$ cat src/rtl/cpu6502_pkg.sv
// Shared encodings for the 6502-style address bus register and vector sequencer.
package cpu6502_pkg;

  localparam int unsigned BYTE_W = 8;

  typedef struct packed {
    logic [BYTE_W-1:0] hi;
    logic [BYTE_W-1:0] lo;
  } addr_t;

  localparam logic [2:0] AB_SRC_PC      = 3'd0;
  localparam logic [2:0] AB_SRC_AD      = 3'd1;
  localparam logic [2:0] AB_SRC_ZP      = 3'd2;
  localparam logic [2:0] AB_SRC_STACK   = 3'd3;
  localparam logic [2:0] AB_SRC_INDEXED = 3'd4;

  localparam logic [1:0] VEC_NMI   = 2'd0;
  localparam logic [1:0] VEC_RESET = 2'd1;
  localparam logic [1:0] VEC_IRQ   = 2'd2;

  localparam logic [BYTE_W-1:0] VEC_LO_NMI   = 8'hFA;
  localparam logic [BYTE_W-1:0] VEC_LO_RESET = 8'hFC;
  localparam logic [BYTE_W-1:0] VEC_LO_IRQ   = 8'hFE;
  localparam logic [BYTE_W-1:0] VEC_HI       = 8'hFF;

  localparam logic [1:0] ST_IDLE     = 2'd0;
  localparam logic [1:0] ST_FETCH_LO = 2'd1;
  localparam logic [1:0] ST_FETCH_HI = 2'd2;
  localparam logic [1:0] ST_LOAD     = 2'd3;

  // Reserved vector kind behaves as IRQ.
  function automatic logic [BYTE_W-1:0] vec_lo_byte(input logic [1:0] kind);
    case (kind)
      VEC_NMI:   vec_lo_byte = VEC_LO_NMI;
      VEC_RESET: vec_lo_byte = VEC_LO_RESET;
      default:   vec_lo_byte = VEC_LO_IRQ;
    endcase
  endfunction

endpackage

$ cat src/rtl/vector_sequencer.sv
// Interrupt/reset vector fetch FSM: fetches the two vector bytes on clk_ph2 edges
// and pulses vec_load for one ph2 period.
module vector_sequencer
  import cpu6502_pkg::*;
(
  input  logic              sys_clock,
  input  logic              rst,
  input  logic              clk_ph2,
  input  logic              vec_req,
  input  logic [1:0]        vec_type,
  input  logic [BYTE_W-1:0] DBin,
  output logic [BYTE_W-1:0] vec_PCL,
  output logic [BYTE_W-1:0] vec_PCH,
  output logic              vec_load,
  output logic              vec_busy,
  output logic [BYTE_W-1:0] vec_lo_c,
  output logic              vec_drive_c
);

  logic [1:0]        state_q, state_d;
  logic [1:0]        type_q, type_d;
  logic [BYTE_W-1:0] pcl_d, pch_d;
  logic              load_d, busy_d;

  always_ff @(posedge sys_clock or negedge rst) begin
    if (!rst) begin
      state_q  <= ST_IDLE;
      type_q   <= VEC_RESET;
      vec_PCL  <= '0;
      vec_PCH  <= '0;
      vec_load <= 1'b0;
      vec_busy <= 1'b0;
    end else begin
      state_q  <= state_d;
      type_q   <= type_d;
      vec_PCL  <= pcl_d;
      vec_PCH  <= pch_d;
      vec_load <= load_d;
      vec_busy <= busy_d;
    end
  end

  // State only moves on ph2; requests are ignored until back in IDLE.
  always_comb begin
    state_d = state_q;
    type_d  = type_q;
    pcl_d   = vec_PCL;
    pch_d   = vec_PCH;
    if (clk_ph2) begin
      case (state_q)
        ST_IDLE: begin
          if (vec_req) begin
            state_d = ST_FETCH_LO;
            type_d  = vec_type;
          end
        end
        ST_FETCH_LO: begin
          pcl_d   = DBin;
          state_d = ST_FETCH_HI;
        end
        ST_FETCH_HI: begin
          pch_d   = DBin;
          state_d = ST_LOAD;
        end
        default: state_d = ST_IDLE;
      endcase
    end
    load_d = (state_d == ST_LOAD);
    busy_d = (state_d != ST_IDLE);
  end

  assign vec_drive_c = (state_q == ST_FETCH_LO) || (state_q == ST_FETCH_HI);
  assign vec_lo_c    = vec_lo_byte(type_q) + BYTE_W'(state_q == ST_FETCH_HI);

endmodule

$ cat src/rtl/address_bus_reg.sv
// External address bus register with source mux and vector fetch sequencer.
// Optional AB_PAGE_CROSS_EN: indexed mode carries into ABH and reports page_cross.
module address_bus_reg
  import cpu6502_pkg::*;
(
  input  logic              sys_clock,
  input  logic              rst,
  input  logic              clk_ph1,
  input  logic              clk_ph2,
  input  logic [BYTE_W-1:0] PCLin,
  input  logic [BYTE_W-1:0] PCHin,
  input  logic [BYTE_W-1:0] ADLin,
  input  logic [BYTE_W-1:0] ADHin,
  input  logic [BYTE_W-1:0] IDXin,
  input  logic [BYTE_W-1:0] SPin,
  input  logic [BYTE_W-1:0] DBin,
  input  logic [2:0]        AB_src,
  input  logic              vec_req,
  input  logic [1:0]        vec_type,
  output logic [BYTE_W-1:0] ABL,
  output logic [BYTE_W-1:0] ABH,
  output logic [BYTE_W-1:0] vec_PCL,
  output logic [BYTE_W-1:0] vec_PCH,
  output logic              vec_load,
  output logic              vec_busy,
  output logic              page_cross
);

  addr_t             addr_q, addr_d, src_addr_c;
  logic              src_hold_c;
  logic [BYTE_W-1:0] vec_lo_c;
  logic              vec_drive_c;
`ifdef AB_PAGE_CROSS_EN
  logic              carry_c, page_q, page_d;
`endif

  vector_sequencer u_vector_sequencer (
    .sys_clock   (sys_clock),
    .rst         (rst),
    .clk_ph2     (clk_ph2),
    .vec_req     (vec_req),
    .vec_type    (vec_type),
    .DBin        (DBin),
    .vec_PCL     (vec_PCL),
    .vec_PCH     (vec_PCH),
    .vec_load    (vec_load),
    .vec_busy    (vec_busy),
    .vec_lo_c    (vec_lo_c),
    .vec_drive_c (vec_drive_c)
  );

  // Source decode; codes 5-7 hold the current address.
  always_comb begin
    src_addr_c = addr_q;
    src_hold_c = 1'b0;
`ifdef AB_PAGE_CROSS_EN
    carry_c    = 1'b0;
`endif
    case (AB_src)
      AB_SRC_PC:    src_addr_c = {PCHin, PCLin};
      AB_SRC_AD:    src_addr_c = {ADHin, ADLin};
      AB_SRC_ZP:    src_addr_c = {8'h00, ADLin};
      AB_SRC_STACK: src_addr_c = {8'h01, SPin};
      AB_SRC_INDEXED: begin
`ifdef AB_PAGE_CROSS_EN
        {carry_c, src_addr_c.lo} = {1'b0, ADLin} + {1'b0, IDXin};
        src_addr_c.hi = ADHin + BYTE_W'(carry_c);
`else
        src_addr_c.lo = ADLin + IDXin;
        src_addr_c.hi = ADHin;
`endif
      end
      default: src_hold_c = 1'b1;
    endcase
  end

  // ph1 update: vector address while busy (held in LOAD), else selected source.
  always_comb begin
    addr_d = addr_q;
`ifdef AB_PAGE_CROSS_EN
    page_d = page_q;
`endif
    if (clk_ph1) begin
      if (vec_busy) begin
        if (vec_drive_c) begin
          addr_d = {VEC_HI, vec_lo_c};
`ifdef AB_PAGE_CROSS_EN
          page_d = 1'b0;
`endif
        end
      end else if (!src_hold_c) begin
        addr_d = src_addr_c;
`ifdef AB_PAGE_CROSS_EN
        page_d = carry_c;
`endif
      end
    end
  end

  always_ff @(posedge sys_clock or negedge rst) begin
    if (!rst) begin
      addr_q <= '0;
`ifdef AB_PAGE_CROSS_EN
      page_q <= 1'b0;
`endif
    end else begin
      addr_q <= addr_d;
`ifdef AB_PAGE_CROSS_EN
      page_q <= page_d;
`endif
    end
  end

  assign ABL = addr_q.lo;
  assign ABH = addr_q.hi;
`ifdef AB_PAGE_CROSS_EN
  assign page_cross = page_q;
`else
  assign page_cross = 1'b0;
`endif

endmodule
$ cat config.mk
export PLATFORM = sky130hd
export DESIGN_NAME = address_bus_reg
export DESIGN_NICKNAME = d
export VERILOG_FILES = /design/src/rtl/cpu6502_pkg.sv /design/src/rtl/vector_sequencer.sv /design/src/rtl/address_bus_reg.sv
export SDC_FILE = /design/constraint.sdc
export NUM_CORES = 1
export LEC_CHECK = 0
export ABC_CLOCK_PERIOD_IN_PS = 1900
export CAP_MARGIN = 30
export CELL_PAD_IN_SITES_DETAIL_PLACEMENT = 1
export CELL_PAD_IN_SITES_GLOBAL_PLACEMENT = 2
export CORE_UTILIZATION = 25
export DETAILED_ROUTE_END_ITERATION = 12
export PLACE_DENSITY_LB_ADDON = 0.1
export REMOVE_ABC_BUFFERS = 1
export SKIP_LAST_GASP = 1
export SLEW_MARGIN = 10
export SYNTH_ARGS = -nofsm -noshare
export SYNTH_HDL_FRONTEND = slang
export SYNTH_SLANG_ARGS = --single-unit
$ cat constraint.sdc
create_clock -name sys_clock -period 1.9 [get_ports sys_clock]
set_input_delay 0.19 -clock sys_clock [delete_from_list [all_inputs] [get_ports sys_clock]]
set_output_delay 0.19 -clock sys_clock [all_outputs]
set_load 0.01 [all_outputs]
==> summary.txt <==
Critical path
  – CP Capture Type: flip-flop
  – Crit path launch type: primary input
  – Critical path arrival: 2.01 ns
  – Crit-path max FO: 2
  – Crit-path slowest cell: clkdlybuf4s50_1
  – Setup CP Type: primary input to flip-flop
  – Crit path buffers/inverters: 1
  – Cells along the critical path: clkdlybuf4s50_1, ha_2, fa_2, a211oi_2, a211oi_1, a221o_1, o221a_1
  – CP peak stage delay: 0.46 ns
  – Worst path top cell family by delay: compound AO/OA/AOI/OAI gates
  – CP required: between 2 and 2.5 ns

STA
  – Slew headroom: between 60% and 70%
  – Fin crit share: 95.7%
  – Final Critical Period: between 1.5 and 2 ns
  – Peak Freq: ~550 MHz
  – Setup TNS: 0 ns
  – RSZ-0062 raised after global routing: false
  – Final Max Slew Viols: 0
  – Clock Skews: about 0.0074 ns
  – Final setup vio count: 0
  – Least-Margin Pin Slew: roughly 0.55 ns
  – Hold Slack: about 0.47 ns
  – Final Hold Vio Count: 0

Cells and area
  – Fill count: about 1100
  – Area delta synth->final: 58.3%
  – Layout cells sized above 1: between 10% and 20%
  – Fin util: roughly two fifths
  – Layout Nets: between 400 and 500
  – Inserted Diodes: 0

Die
  – IO Pins: 101
  – Initial Util: a little over a quarter
  – Chip width: between 100 and 150 µm
  – Placement Rows: 35
  – Core Region: roughly 0.0094 mm²
  – Die area: roughly 0.01 mm²
  – Die extent in y: about 100 µm

Global routing
  – Largest net degree at the start of global routing: 39
  – GR Util All Layers: 15.8%
  – Initial antenna violation count: 0
  – First-pass GRT wire length: between 10000 and 15000 µm
  – Vias in the first global route: about 2400
  – Total grt overflow: 0

Drt
  – DRC viols: 0
  – Post-route ant nets: 0
  – Drt initial violations: 32
  – 1st-pass router iterations: 4
  – Average vias per placed instance: 4.80
  – Final wirelength: 7840 µm
  – WL/cell: ~16 µm
  – DR vias: between 2000 and 2500

Clock tree
  – Clock sinks: 38
  – Clock slew at reported path FFs: roughly 0.080 ns
  – Num CTS Buffers: 5
  – Clock Tree Buf Depth: 2
  – Root Buffer: clkbuf_8
  – CTS tree: done
  – Post-CTS setup buffer count: 0
  – Depth of the CTS H-tree: 2
  – Worst skew pair latency: between 0.2 and 0.3 ns

Logic synthesis
  – Synth Warn #: 0
  – Most frequent cell after synthesis: dfrtp_1
  – Synth top area share: 37.7%
  – Synth cell types: 45
  – Asr flop ratio synth: 100%
  – EDFF count, synth: 0
  – Synth Register Bits: 38
  – Top FF cell, synth: dfrtp_1
  – Register area share after synthesis: 38.7%
  – Synth top cells by count: 37 x dfrtp_1, 23 x nor2_1, 19 x mux2_2
  – Cell count after synthesis: between 200 and 250
  – Cell taking the most area after synthesis: dfrtp_1
  – Cell Area, Synth: 0.00246 mm²
  – Biggest area contributors in the synthesized netlist: dfrtp_1 38%, mux2_2 8.7%, ha_1 5.1%
  – Mapped Avg Cell Area: about 10 µm²

Pwr
  – Leak pwr: approximately 1.6 nW
  – Power Density: between 1000 and 1500 mW/mm²
  – Maximum vdd ir drop: between 0.3 and 0.4 mV
  – Design Power: between 0.004 and 0.005 W

Worst hold path
  – Worst Hold Class: primary input to flip-flop

Place
  – GPL Wtd Cong: between 0.7 and 0.8
  – Post-DP HPWL: slightly above 6000 µm
  – Input/output buffers: 99

Flow run
  – Number of max-cap violations: 0

Status
  – Status: finished, final reports clean
cell families after synthesis:
| group | count (synthesis) | share of synthesized area, % |
|---|---|---|
| AND/OR/NAND/NOR | 66 | 13.2 |
| buffers and inverters | 21 | 4.33 |
| XOR/XNOR | 2 | 0.713 |
| adder cells (fa/ha/maj) | 11 | 5.91 |
| other | 1 | 0.153 |
| AO/OA/AOI/OAI | 72 | 21.1 |
| flip-flops | 38 | 38.7 |
| multiplexers | 35 | 15.9 |
flip-flops by register name, indices dropped and copies added (netlist names):
signal and flops:
ABH 8, ABL 8, u_vector_sequencer.state_q 2, u_vector_sequencer.type_q 2
u_vector_sequencer.vec_PCH 8, u_vector_sequencer.vec_PCL 8, u_vector_sequencer.vec_busy 1, u_vector_sequencer.vec_load 1
placed cells by master, fill, tap and decap left out, types with 7 or more instances in the layout:
cell,n
a211oi_1,9
ha_1,9
nand2_1,14
a21oi_1,9
a22o_1,7
buf_4,27
clkdlybuf4s50_1,97
nor2b_1,9
mux2_1,9
a221oi_1,10
dfrtp_1,37
o21ai_0,8
nor2_1,23
mux2_2,19
per-stage QoR:
stage | cell area [µm²] | instances | worst slack, ns
after global placement | 3750 | 488 | -0.314
final | 3890 | 497 | 0.0815
after detailed placement | 3750 | 488 | -0.403
after CTS | 3870 | 497 | 0.00342
after floorplan | 2370 | 231 | -0.0451
after global routing | 3890 | 497 | 0.00766
repair_timing:
| action | CTS | global route |
|---|---|---|
| endpoints found under the hold margin | 37 | 0 |
| gates resized for setup | 3 | 5 |
| pin swaps | 1 | 3 |
| endpoints found under the setup margin | 3 | 5 |
| hold buffers | 1 | 0 |
worst register-to-register path, stage by stage, from the launching register on:
cell	delay, ns
dfrtp_1	0.35
inv_1	0.06
ha_1	0.30
nand2b_1	0.14
o211a_4	0.21
nor2_1	0.06
or4_1	0.47
o211ai_1	0.11
layer usage:
metal	vias to the layer above	share of wire (%)	global-route usage (%)
li1	1159	-	-
met1	1157	48	21.5
met2	63	47	25.7
met3	5	4.3	2.55
met4	0	1.1	4.68
met5	-	0	0
where the power goes:
part           switching (W)  internal, W  total [W]
clock               0.000310     0.000292   0.000602
sequential          0.000216      0.00119    0.00141
combinational       0.000893      0.00128    0.00217
path summary, 6_finish.rpt:
path | startpoint | to | slack, ns | cells past startpoint
worst max-delay path | IDXin[0] | ABL[1] | 0.08 | 7
worst min-delay path | ADLin[0] | ABL[0] | 0.47 | 5
worst max register to register | u_vector_sequencer.state_q[0] | ABL[5] | 0.14 | 7
worst min register to register | ABH[3] | ABH[3] | 0.50 | 2
max in group asynchronous | rst | u_vector_sequencer.type_q[0] | 1.02 | 3
min in group asynchronous | rst | ABH[2] | 0.49 | 3
area by class of cell:
cell class | instances | area [µm²] | share of cell area [%]
clock buffers | 6 | 82.6 | 2.12
repair buffers | 129 | 1230 | 31.7
clock inverters | 2 | 12.5 | 0.322
flip-flops and latches | 38 | 952 | 24.5
well taps | 129 | 161 | 4.15
multi-input cells | 187 | 1430 | 36.7
inverters | 6 | 22.5 | 0.579
(Power assumes the default switching activity.)
